==> src/rtl/a_buf_ctrl.sv <==
// a_buf_ctrl: ping-pong controller for the two-bank A operand buffer.
// One bank fills from the load stream while the other drains row
// addresses to the systolic array.
// Optional stall counters are compiled in with `define A_BUF_CTRL_PERF_EN.
module a_buf_ctrl #(
    parameter int DATA_W = 32,
    parameter int DEPTH  = 64,
    parameter int CNT_W  = 6
) (
    input  logic              clk,
    input  logic              rst,
    input  logic [CNT_W-1:0]  cfg_len_i,
    input  logic              flush_i,
    input  logic              ld_valid_i,
    output logic              ld_ready_o,
    input  logic [DATA_W-1:0] ld_data_i,
    output logic              wr_a_buf_valid_o,
    output logic              wr_a_buf_id_o,
    output logic [CNT_W-1:0]  wr_a_buf_addr_o,
    output logic [DATA_W-1:0] wr_a_buf_data_o,
    input  logic              drain_en_i,
    output logic              rd_a_buf_valid_o,
    output logic              rd_a_buf_id_o,
    output logic [CNT_W-1:0]  rd_a_buf_addr_o,
    output logic              tile_ready_o,
    output logic              tile_done_o,
    output logic [31:0]       fill_stall_cnt_o,
    output logic [31:0]       drain_stall_cnt_o
);

    typedef enum logic [1:0] {EMPTY, FILLING, FULL, DRAINING} bank_state_t;

    bank_state_t      state_q [0:1];
    bank_state_t      state_d [0:1];
    logic [CNT_W-1:0] len_q   [0:1];
    logic [CNT_W-1:0] len_d   [0:1];
    logic             wr_bank_q, wr_bank_d;
    logic [CNT_W-1:0] wr_cnt_q,  wr_cnt_d;
    logic             rd_bank_q, rd_bank_d;
    logic [CNT_W-1:0] rd_cnt_q,  rd_cnt_d;

    logic             wr_fire;
    logic             wr_first;
    logic [CNT_W-1:0] cfg_len_clamped;
    logic [CNT_W-1:0] wr_len;
    logic             rd_avail;
    logic             rd_issue;
    logic             rd_last;

    logic             vld_p1;
    logic             rd_id_p1;
    logic [CNT_W-1:0] rd_addr_p1;
    logic             done_p1;

    // Next-state for both bank FSMs plus the fill/drain pointers.
    always_comb begin
        state_d[0] = state_q[0];
        state_d[1] = state_q[1];
        len_d[0]   = len_q[0];
        len_d[1]   = len_q[1];
        wr_bank_d  = wr_bank_q;
        wr_cnt_d   = wr_cnt_q;
        rd_bank_d  = rd_bank_q;
        rd_cnt_d   = rd_cnt_q;

        // A tile never exceeds the bank depth, even if DEPTH is not 2**CNT_W.
        cfg_len_clamped = (32'(cfg_len_i) > 32'(DEPTH - 1)) ? CNT_W'(DEPTH - 1) : cfg_len_i;

        // Ready is also dropped during flush so no beat is accepted and then lost.
        ld_ready_o = !rst && !flush_i &&
                     (state_q[wr_bank_q] == EMPTY || state_q[wr_bank_q] == FILLING);
        wr_fire    = ld_valid_i && ld_ready_o;
        wr_first   = (state_q[wr_bank_q] == EMPTY);
        // First beat of a tile compares against the live length being latched.
        wr_len     = wr_first ? cfg_len_clamped : len_q[wr_bank_q];

        rd_avail   = (state_q[rd_bank_q] == FULL) || (state_q[rd_bank_q] == DRAINING);
        rd_issue   = drain_en_i && rd_avail && !flush_i && !rst;
        rd_last    = (rd_cnt_q == len_q[rd_bank_q]);

        if (wr_fire) begin
            if (wr_first) begin
                len_d[wr_bank_q] = cfg_len_clamped;
            end
            if (wr_cnt_q == wr_len) begin
                state_d[wr_bank_q] = FULL;
                wr_cnt_d           = '0;
                wr_bank_d          = !wr_bank_q;
            end else begin
                state_d[wr_bank_q] = FILLING;
                wr_cnt_d           = wr_cnt_q + 1'b1;
            end
        end

        // Fill and drain never touch the same bank in one cycle, so both apply.
        if (rd_issue) begin
            if (rd_last) begin
                state_d[rd_bank_q] = EMPTY;
                rd_cnt_d           = '0;
                rd_bank_d          = !rd_bank_q;
            end else begin
                state_d[rd_bank_q] = DRAINING;
                rd_cnt_d           = rd_cnt_q + 1'b1;
            end
        end

        if (flush_i) begin
            state_d[0] = EMPTY;
            state_d[1] = EMPTY;
            wr_bank_d  = 1'b0;
            wr_cnt_d   = '0;
            rd_bank_d  = 1'b0;
            rd_cnt_d   = '0;
        end
    end

    // Bank state and pointer registers.
    always_ff @(posedge clk) begin
        if (rst) begin
            state_q[0] <= EMPTY;
            state_q[1] <= EMPTY;
            wr_bank_q  <= 1'b0;
            wr_cnt_q   <= '0;
            rd_bank_q  <= 1'b0;
            rd_cnt_q   <= '0;
        end else begin
            state_q[0] <= state_d[0];
            state_q[1] <= state_d[1];
            wr_bank_q  <= wr_bank_d;
            wr_cnt_q   <= wr_cnt_d;
            rd_bank_q  <= rd_bank_d;
            rd_cnt_q   <= rd_cnt_d;
        end
    end

    // Tile lengths are plain data; only meaningful once a bank has been filled.
    always_ff @(posedge clk) begin
        len_q[0] <= len_d[0];
        len_q[1] <= len_d[1];
    end

    // ---- stage p1: registered read issue towards the array ----
    // Read strobe, id and address are zero whenever no row is issued.
    always_ff @(posedge clk) begin
        if (rst) begin
            vld_p1     <= 1'b0;
            rd_id_p1   <= 1'b0;
            rd_addr_p1 <= '0;
            done_p1    <= 1'b0;
        end else begin
            vld_p1     <= rd_issue;
            rd_id_p1   <= rd_issue ? rd_bank_q : 1'b0;
            rd_addr_p1 <= rd_issue ? rd_cnt_q : '0;
            done_p1    <= rd_issue && rd_last;
        end
    end

    assign wr_a_buf_valid_o = wr_fire;
    assign wr_a_buf_id_o    = wr_bank_q;
    assign wr_a_buf_addr_o  = wr_cnt_q;
    assign wr_a_buf_data_o  = ld_data_i;

    assign rd_a_buf_valid_o = vld_p1;
    assign rd_a_buf_id_o    = rd_id_p1;
    assign rd_a_buf_addr_o  = rd_addr_p1;
    assign tile_done_o      = done_p1;
    assign tile_ready_o     = (state_q[rd_bank_q] == FULL);

`ifdef A_BUF_CTRL_PERF_EN
    logic [31:0] fill_stall_q;
    logic [31:0] drain_stall_q;

    function automatic logic [31:0] sat_inc(input logic [31:0] v);
        return (v == 32'hFFFF_FFFF) ? v : v + 32'd1;
    endfunction

    // Saturating stall counters, cleared by reset or flush.
    always_ff @(posedge clk) begin
        if (rst || flush_i) begin
            fill_stall_q  <= '0;
            drain_stall_q <= '0;
        end else begin
            if (ld_valid_i && !ld_ready_o) fill_stall_q  <= sat_inc(fill_stall_q);
            if (drain_en_i && !rd_avail)   drain_stall_q <= sat_inc(drain_stall_q);
        end
    end

    assign fill_stall_cnt_o  = fill_stall_q;
    assign drain_stall_cnt_o = drain_stall_q;
`else
    assign fill_stall_cnt_o  = 32'd0;
    assign drain_stall_cnt_o = 32'd0;
`endif

endmodule

==> config.mk <==
export PLATFORM = sky130hd
export DESIGN_NAME = a_buf_ctrl
export DESIGN_NICKNAME = d
export VERILOG_FILES = /design/src/rtl/a_buf_ctrl.sv
export SDC_FILE = /design/constraint.sdc
export NUM_CORES = 1
export LEC_CHECK = 0
export CAP_MARGIN = 25
export CORE_MARGIN = 4
export CORE_UTILIZATION = 34
export DETAILED_ROUTE_END_ITERATION = 7
export GPL_ROUTABILITY_DRIVEN = 0
export PLACE_DENSITY = 0.75
export SETUP_SLACK_MARGIN = 0.3
export SYNTH_ARGS = -nofsm -noshare
export SYNTH_HDL_FRONTEND = slang
export SYNTH_SLANG_ARGS = --single-unit
==> constraint.sdc <==
create_clock -name clk -period 2.8 [get_ports clk]
set_input_delay 0.56 -clock clk [delete_from_list [all_inputs] [get_ports clk]]
set_output_delay 0.56 -clock clk [all_outputs]
set_load 0.02 [all_outputs]
* Yosys cells after proc, flatten, opt, wreduce, memory -nomap -nowiden
Memory sizes are Yosys's and may differ from the RTL's. A register that Yosys moved wholly into a read port is not among the register bits. Index checks and enable logic that the tools add are counted.
Cells by class: $add $sub $neg 2, $lt $le $gt $ge 4, equality and inequality tests 5, mux-type cells 30, bitwise operators 14, reductions and logical operators 20
Operator list (number):
- 12-bit two-way mux | 2
- 6-bit two-way mux | 4
- 4-bit two-way mux | 5
- 6-bit by 1-bit adder with 6-bit output, second input constant | 2
- 12-bit bitwise mux | 1
- 6-bit == test | 2
- 1-bit two-way mux | 11
- 1-bit logical AND | 9
- 2-bit two-way mux | 4
- 6-bit demux with 1-bit select | 1
- 2-bit AND | 2
- 4-bit AND | 1
- 2-bit demux with 1-bit select | 2
- 2-bit == test, second input constant | 2
- 2-bit greater-or-equal comparator, second input constant | 2
- 1-bit zero test | 4
- 2-bit by 1-bit less-than comparator with 1-bit output, second input constant | 2
- 1-bit NOT with 2-bit output | 2
- 2-bit NOT | 2
- 4-bit NOT | 1
- 2-bit bitwise OR | 2
- 4-bit bitwise OR | 1
- 2-bit AND reduction | 2
- 2-bit OR reduction | 2
- 5 further kinds | 7
Word-level totals: flip-flop bits (word level) 23, RAM bits 16, input port bits 43, output and inout port bits 115, logic and storage cells 85, memories 2
Memories:
- len_q | depth 2, width 6, rd ports 4, clocked after Yosys merged registers in 2, write ports 2, line 35 | logic [CNT_W-1:0] len_q [0:1];
- state_q | depth 2, width 2, rd ports 4, clocked after Yosys merged registers in 2, write ports 2, line 33 | bank_state_t state_q [0:1];

* Depth between registers and ports, before layout
Gate-level depths: netlist of run 1.
depth in word-level cells 14, depth in mapped cells 9, mapped depth without buffers 8

* Worst setup path before layout of run 1
No wires, ideal clock.
path kind input to output, start point input port flush_i, end point output port wr_a_buf_valid_o, data arrival time 2.046 ns, data required time 2.240 ns, slack 0.194 ns, cell stages on the path 6, path through or2_0 -> clkbuf_1 -> a211oi_2 -> nand2_1 -> inv_1 -> clkbuf_1
Between the ends: word-level cells in the longest chain between the ends 4
RTL lines:
- from (decl) | line 13 | input logic flush_i,
- 1-bit zero test | line 70 | ld_ready_o = !rst && !flush_i &&
- 1-bit logical AND (2 in a row) | line 70
- net ld_ready_o | line 15 | output logic ld_ready_o,
- 1-bit logical AND | line 72 | wr_fire = ld_valid_i && ld_ready_o;
- to (decl) | line 17 | output logic wr_a_buf_valid_o,
The timed path passes the listed nets, and every way through them passes these cells.

* Final worst setup path of run 1
start point input port flush_i, end point output port wr_a_buf_valid_o
Between the ends: word-level cells in the longest chain between the ends 4
RTL lines (line):
- 1-bit zero test | 70
- 1-bit logical AND (2 in a row) | 70
- 1-bit logical AND | 72
Every way passes these cells.

==> results.yml, run 1 <==
routing:
  vias: 1826
  drc: 0
  vias_per_cell: 4.48
  dr.first_iter.drc_count: 113
  ant_nets: 0
  wl_um: 5150
  wire_per_inst_um: 12.6
  drt-pass1-iter-count: 4
cells_and_area:
  final_util: 0.369
  area_delta_synth_final_pct: 4.11
  nNetsFinal: 350
  final_cell_mix: "conb_1 (64), dfxtp_1 (29), clkdlybuf4s50_1 (27)"
  fin_cells: 408
  final_common_cell: "conb_1"
  antennaDiodeCount: 0
  drive_gt1_frac: 0.114
  design_area_um2: 2880
timing:
  hold_viol_final: 0
  fmax_ghz: 0.411
  finClkSkew_ns: 0.0133
  setup_ws_ns: 0.364
  relSlewSlack: 0.635
  drv_slew: 0
  finalSetupTns_ns: 0
  max_slew.worst_pin.slew_ns: 0.547
  timing.hold.ws_ns: 0.526
  period_needed_ns: 2.44
  setup_violations: 0
  rsz0062_at_grt: "yes"
  min_period_over_period: 0.870
place:
  dpl.cell_count: 398
  hpwlAfterDp_um: 3960
  dpl-instance-area_um2: 2730
  place_ws_ns: -0.0538
  port_buffers: 29
logic_synthesis:
  synth_top_area_cell: "buf_4"
  avgSynthCellArea_um2: 9.32
  synth_cell_type_count: 45
  syn-instance-count: 297
  synth_top_area_share: 0.266
  yosys_warnings: 0
  async_flop_share: 0
  syn_area_um2: 2770
  synth_edf_count: 12
  seq_area_frac_synth: 0.340
  synth_area_leaders: "buf_4 (27%), dfxtp_1 (21%), edfxtp_1 (13%), mux2i_1 (5.4%), xor2_1 (2.5%)"
  ys_seq_elements: 41
  synth_top_flop_cell: "dfxtp_1"
setup_path:
  regToRegSetupSlack_ns: 0.51
  crit_path_end_kind: "output port"
  r2r_end: "state_q[1][1]"
  reg2reg_depth: 6
  cp_data_required_time_ns: 2.24
  worstPathArrival_ns: 1.88
  cp-endpoint: "wr_a_buf_valid_o"
  worstSetupStartpoint: "flush_i"
  path_class: "in2out"
  cp-start-kind: "input port"
  worst-path-max-fanout: 2
min_path:
  min-delay-start: "rd_cnt_q[5]"
  min_path_type: "reg2reg"
grt:
  gr-usage-all-layers: 0.102
  grt_start_max_net_pins: 15
  grt_pass1_vias: 1643
  grt_pass1_wl_um: 8010
  gr-total-overflow: 0
  antenna_found_initial: 0
floorplanning:
  rows: 32
  ios: 158
  die_x_um: 98.2
  dieArea_um2: 9650
  core_area_um2: 7810
  dieHeight_um: 98.2
  start_util: 0.354
cts:
  root_buffer: "clkbuf_8"
  cts_hold_buf: 0
  clock_latency_ns: 0.30
  htreeDepth: 2
  cts.path.max_buffers: 2
  cts_inserted_buffers: 5
  clk_pin_slew_ns: 0.09
  cts.sinks: 41
  cts_tree: "done"
pwr:
  p_leak_nw: 1.22
  power_density_nw_per_um2: 462
  vdd_drop_max_uv: 189
  total_power_mw: 1.33
job:
  drv_cap: 0
outcome:
  status: "complete, no violations"
## cells by family (layout without fill, tap and decap cells)
family                   Yosys count  after routing  share of synthesized area
flip-flops                        41             41                      0.340
AND/OR/NAND/NOR                   71             71                      0.150
multiplexers                      16             16                     0.0583
buffers and inverters            114             60                      0.294
AO/OA/AOI/OAI                     39             39                      0.106
adder cells (fa/ha/maj)            2              2                    0.00904
other                              1             64                    0.00135
XOR/XNOR                          13             13                     0.0411
## critical path, stage by stage
cell             delay, ns
clkdlybuf4s50_1       0.41
or2_0                 0.25
a211oi_2              0.18
nand2_1               0.11
inv_1                 0.09
clkdlybuf4s15_2       0.26
## where the power goes
| part | internal (mW) | total, mW | switching [mW] | leakage, nW |
|---|---|---|---|---|
| combinational | 0.0464 | 0.170 | 0.124 | 0.807 |
| sequential | 0.615 | 0.620 | 0.00578 | 0.343 |
| clock | 0.323 | 0.541 | 0.218 | 0.0669 |
| total | 0.984 | 1.33 | 0.348 | 1.22 |
## area by class of cell
type,count,area (um^2)
tap,102,128
inverter,9,33.8
sequential,41,941
clock buffer,6,93.8
clock inverter,2,38.8
multi-input combinational,205,1250
timing repair buffer,43,397
fill,790,4930
## flip-flops by register name, indices dropped and copies added, names as in the netlist, named ones only
register / count
len_q: 12
rd_a_buf_addr_o: 6
rd_cnt_q: 6
wr_a_buf_addr_o: 6
state_q: 4
rd_a_buf_id_o: 1
rd_a_buf_valid_o: 1
rd_bank_q: 1
tile_done_o: 1
wr_a_buf_id_o: 1
## routing by layer
metal,up-vias,GRT usage,share of wire
met3,10,0.0300,0.089
li1,879,-,-
met5,-,0,0
met2,77,0.167,0.48
met4,0,0.0347,0.011
met1,860,0.127,0.42
## worst min path at each step
stage,to,cells past startpoint
after floorplan,rd_a_buf_addr_o[5],1
after global placement,rd_a_buf_addr_o[5],1
after detailed placement,rd_a_buf_addr_o[5],1
after CTS,rd_a_buf_addr_o[5],1
after global routing,rd_a_buf_addr_o[4],1
final,rd_a_buf_addr_o[5],1
## repair_timing
item	CTS	global route
buffers inserted	0	2
resized for setup	5	1
endpoints found under the setup margin	2	6
pin swaps	0	3
## Yosys cell counts, types with 2 or more instances
cell type / count
a211oi_1: 5
a211oi_2: 2
a21oi_1: 3
and2_1: 6
and3_1: 5
buf_2: 2
buf_4: 98
buf_6: 2
clkbuf_1: 3
dfxtp_1: 29
edfxtp_1: 12
ha_1: 2
inv_1: 9
mux2i_1: 15
nand2_1: 10
nand3_1: 9
nor2_1: 12
nor2b_1: 2
nor3_1: 8
nor4_1: 3
o211ai_1: 3
o21a_1: 4
o21ai_0: 9
o311a_1: 6
or2_2: 2
or3_1: 5
or4_4: 2
xnor2_1: 5
xor2_1: 8
No activity file was read; power rests on OpenSTA's default activity.
==> run 2: changes to the inputs <==
--- a/config.mk
+++ b/config.mk
@@ -10,6 +10,7 @@
 export CORE_UTILIZATION = 34
 export DETAILED_ROUTE_END_ITERATION = 7
 export GPL_ROUTABILITY_DRIVEN = 0
+export HOLD_SLACK_MARGIN = 0.03
 export PLACE_DENSITY = 0.75
 export SETUP_SLACK_MARGIN = 0.3
 export SYNTH_ARGS = -nofsm -noshare
==> results of run 2 <==
The final DEF is identical to that of run 1; final timing and power are the same.
==> run 3: changes to the inputs <==
--- a/config.mk
+++ b/config.mk
@@ -6,13 +6,14 @@
 export NUM_CORES = 1
 export LEC_CHECK = 0
 export CAP_MARGIN = 25
+export CORE_ASPECT_RATIO = 1.4
 export CORE_MARGIN = 4
 export CORE_UTILIZATION = 34
 export DETAILED_ROUTE_END_ITERATION = 7
 export GPL_ROUTABILITY_DRIVEN = 0
 export HOLD_SLACK_MARGIN = 0.03
 export PLACE_DENSITY = 0.75
-export SETUP_SLACK_MARGIN = 0.3
+export SETUP_SLACK_MARGIN = 0.2
 export SYNTH_ARGS = -nofsm -noshare
 export SYNTH_HDL_FRONTEND = slang
 export SYNTH_SLANG_ARGS = --single-unit
==> results.yml, run 3 (synthesis results as in run 1) <==
timing:
  setup_violations: 0
  hold_viol_final: 0
  finalSetupTns_ns: 0
  finClkSkew_ns: 0.0144
  fmax_ghz: 0.398
  rsz0062_at_grt: "no"
  timing.hold.ws_ns: 0.530
  drv_slew: 0
  min_period_over_period: 0.897
  period_needed_ns: 2.51
min_path:
  worstHoldEndpoint: "rd_a_buf_addr_o[5]"
  holdPathStages: 1
  min_path_type: "reg2reg"
  min-delay-start: "rd_cnt_q[5]"
floorplanning:
  start_util: 0.353
  ios: 158
  die_x_um: 84.3
  rows: 38
  dieHeight_um: 115
  dieArea_um2: 9670
  core_area_um2: 7850
grt:
  grt_start_max_net_pins: 15
  grt_use_met3: 0.0330
  gr-total-overflow: 0
  use_met2: 0.189
  grt_pass1_vias: 1723
  grt_util_met1: 0.117
  grt_pass1_wl_um: 8490
  gr-usage-all-layers: 0.110
  top_usage_layer: "met2"
  antenna_found_initial: 0
cts:
  root_buffer: "clkbuf_8"
  cts_hold_buf: 0
  clock_latency_ns: 0.30
  htreeDepth: 2
  cts_tree: "done"
  cts.sinks: 41
  cts.path.max_buffers: 2
  clk_pin_slew_ns: 0.07
  cts_setup_buffers: 0
  cts_inserted_buffers: 5
pwr:
  power_density_nw_per_um2: 416
  total_power_mw: 1.17
  vdd_drop_max_uv: 198
  p_leak_nw: 1.19
routing:
  vias: 1838
  drc: 0
  ant_nets: 0
  drt-pass1-iter-count: 4
  vias_per_cell: 4.53
  wire_per_inst_um: 13.2
  dr.first_iter.drc_count: 62
  wl_um: 5370
setup_path:
  r2r_end: "state_q[1][0]"
  regToRegSetupSlack_ns: 0.43
  path_class: "in2out"
  reg2reg_depth: 6
  cp_data_required_time_ns: 2.24
  worstPathArrival_ns: 1.95
  crit_path_end_kind: "output port"
  cp-start-kind: "input port"
  reg2reg_from: "state_q[1][1]"
  worst-path-max-fanout: 2
cells_and_area:
  nNetsFinal: 350
  area_delta_synth_final_pct: 2.03
  final_common_cell: "conb_1"
  multi_input_area_um2: 1250
  antennaDiodeCount: 0
  regMostFlops: "len_q"
  largest_reg_flops: 12
  final_cell_mix: "conb_1 (64), dfxtp_1 (29), clkdlybuf4s50_1 (27)"
  drive_gt1_frac: 0.108
  seq_area_um2: 941
  nFillCells: 816
job:
  drv_cap: 0
outcome:
  status: "complete, no violations"
place:
  hpwlAfterDp_um: 4190
  port_buffers: 29
-- run 3: worst max-delay path by stage --
| stage | slack [ns] | cells after the start | end | from |
|---|---|---|---|---|
| floorplan | 0.33 | 5 | len_q[0][0] | flush_i |
| global route | 0.22 | 5 | ld_ready_o | flush_i |
| CTS | 0.15 | 6 | wr_a_buf_valid_o | flush_i |
| finish | 0.29 | 5 | ld_ready_o | flush_i |
| detailed placement | -0.12 | 6 | wr_a_buf_valid_o | flush_i |
| global placement | -0.09 | 6 | wr_a_buf_valid_o | rst |
-- run 3: timing repair --
item / CTS / global route
gates resized for setup: 2 / 2
gates cloned: 0 / 0
setup endpoints to repair: 2 / 1
-- run 3: worst max-delay path: stages --
cell             delay (ns)
clkdlybuf4s50_1        0.41
or2_0                  0.27
a211oi_2               0.24
buf_4                  0.14
dlygate4sd2_1          0.33
-- run 3: power breakdown --
part / internal (mW) / switching, mW
clock network: 0.178 / 0.208
logic: 0.0446 / 0.124
registers: 0.615 / 0.00547
total: 0.837 / 0.338
-- run 3: layer usage --
metal / routed length [um] / vias up
li1: - / 880
met1: 1910 / 818
met2: 2700 / 111
met3: 582 / 29
met4: 181 / 0
met5: 0 / -
-- run 3: per-stage QoR --
step | utilization | instance area, um^2 | std cells | setup slack [ns]
after global routing | 0.360 | 2820 | 406 | 0.224
final | 0.360 | 2820 | 406 | 0.289
after detailed placement | 0.350 | 2750 | 398 | -0.118
after global placement | 0.350 | 2750 | 398 | -0.0875
after CTS | 0.360 | 2830 | 406 | 0.148
after floorplan | - | 3010 | 360 | 0.332
-- run 3: cell type report --
| type | instances | area share |
|---|---|---|
| clock buffer | 7 | 0.0270 |
| clock inverter | 1 | 0.00310 |
| inverter | 9 | 0.0120 |
| multi-input combinational | 205 | 0.443 |
| sequential | 41 | 0.333 |
| tap | 100 | 0.0443 |
| timing repair buffer | 43 | 0.138 |
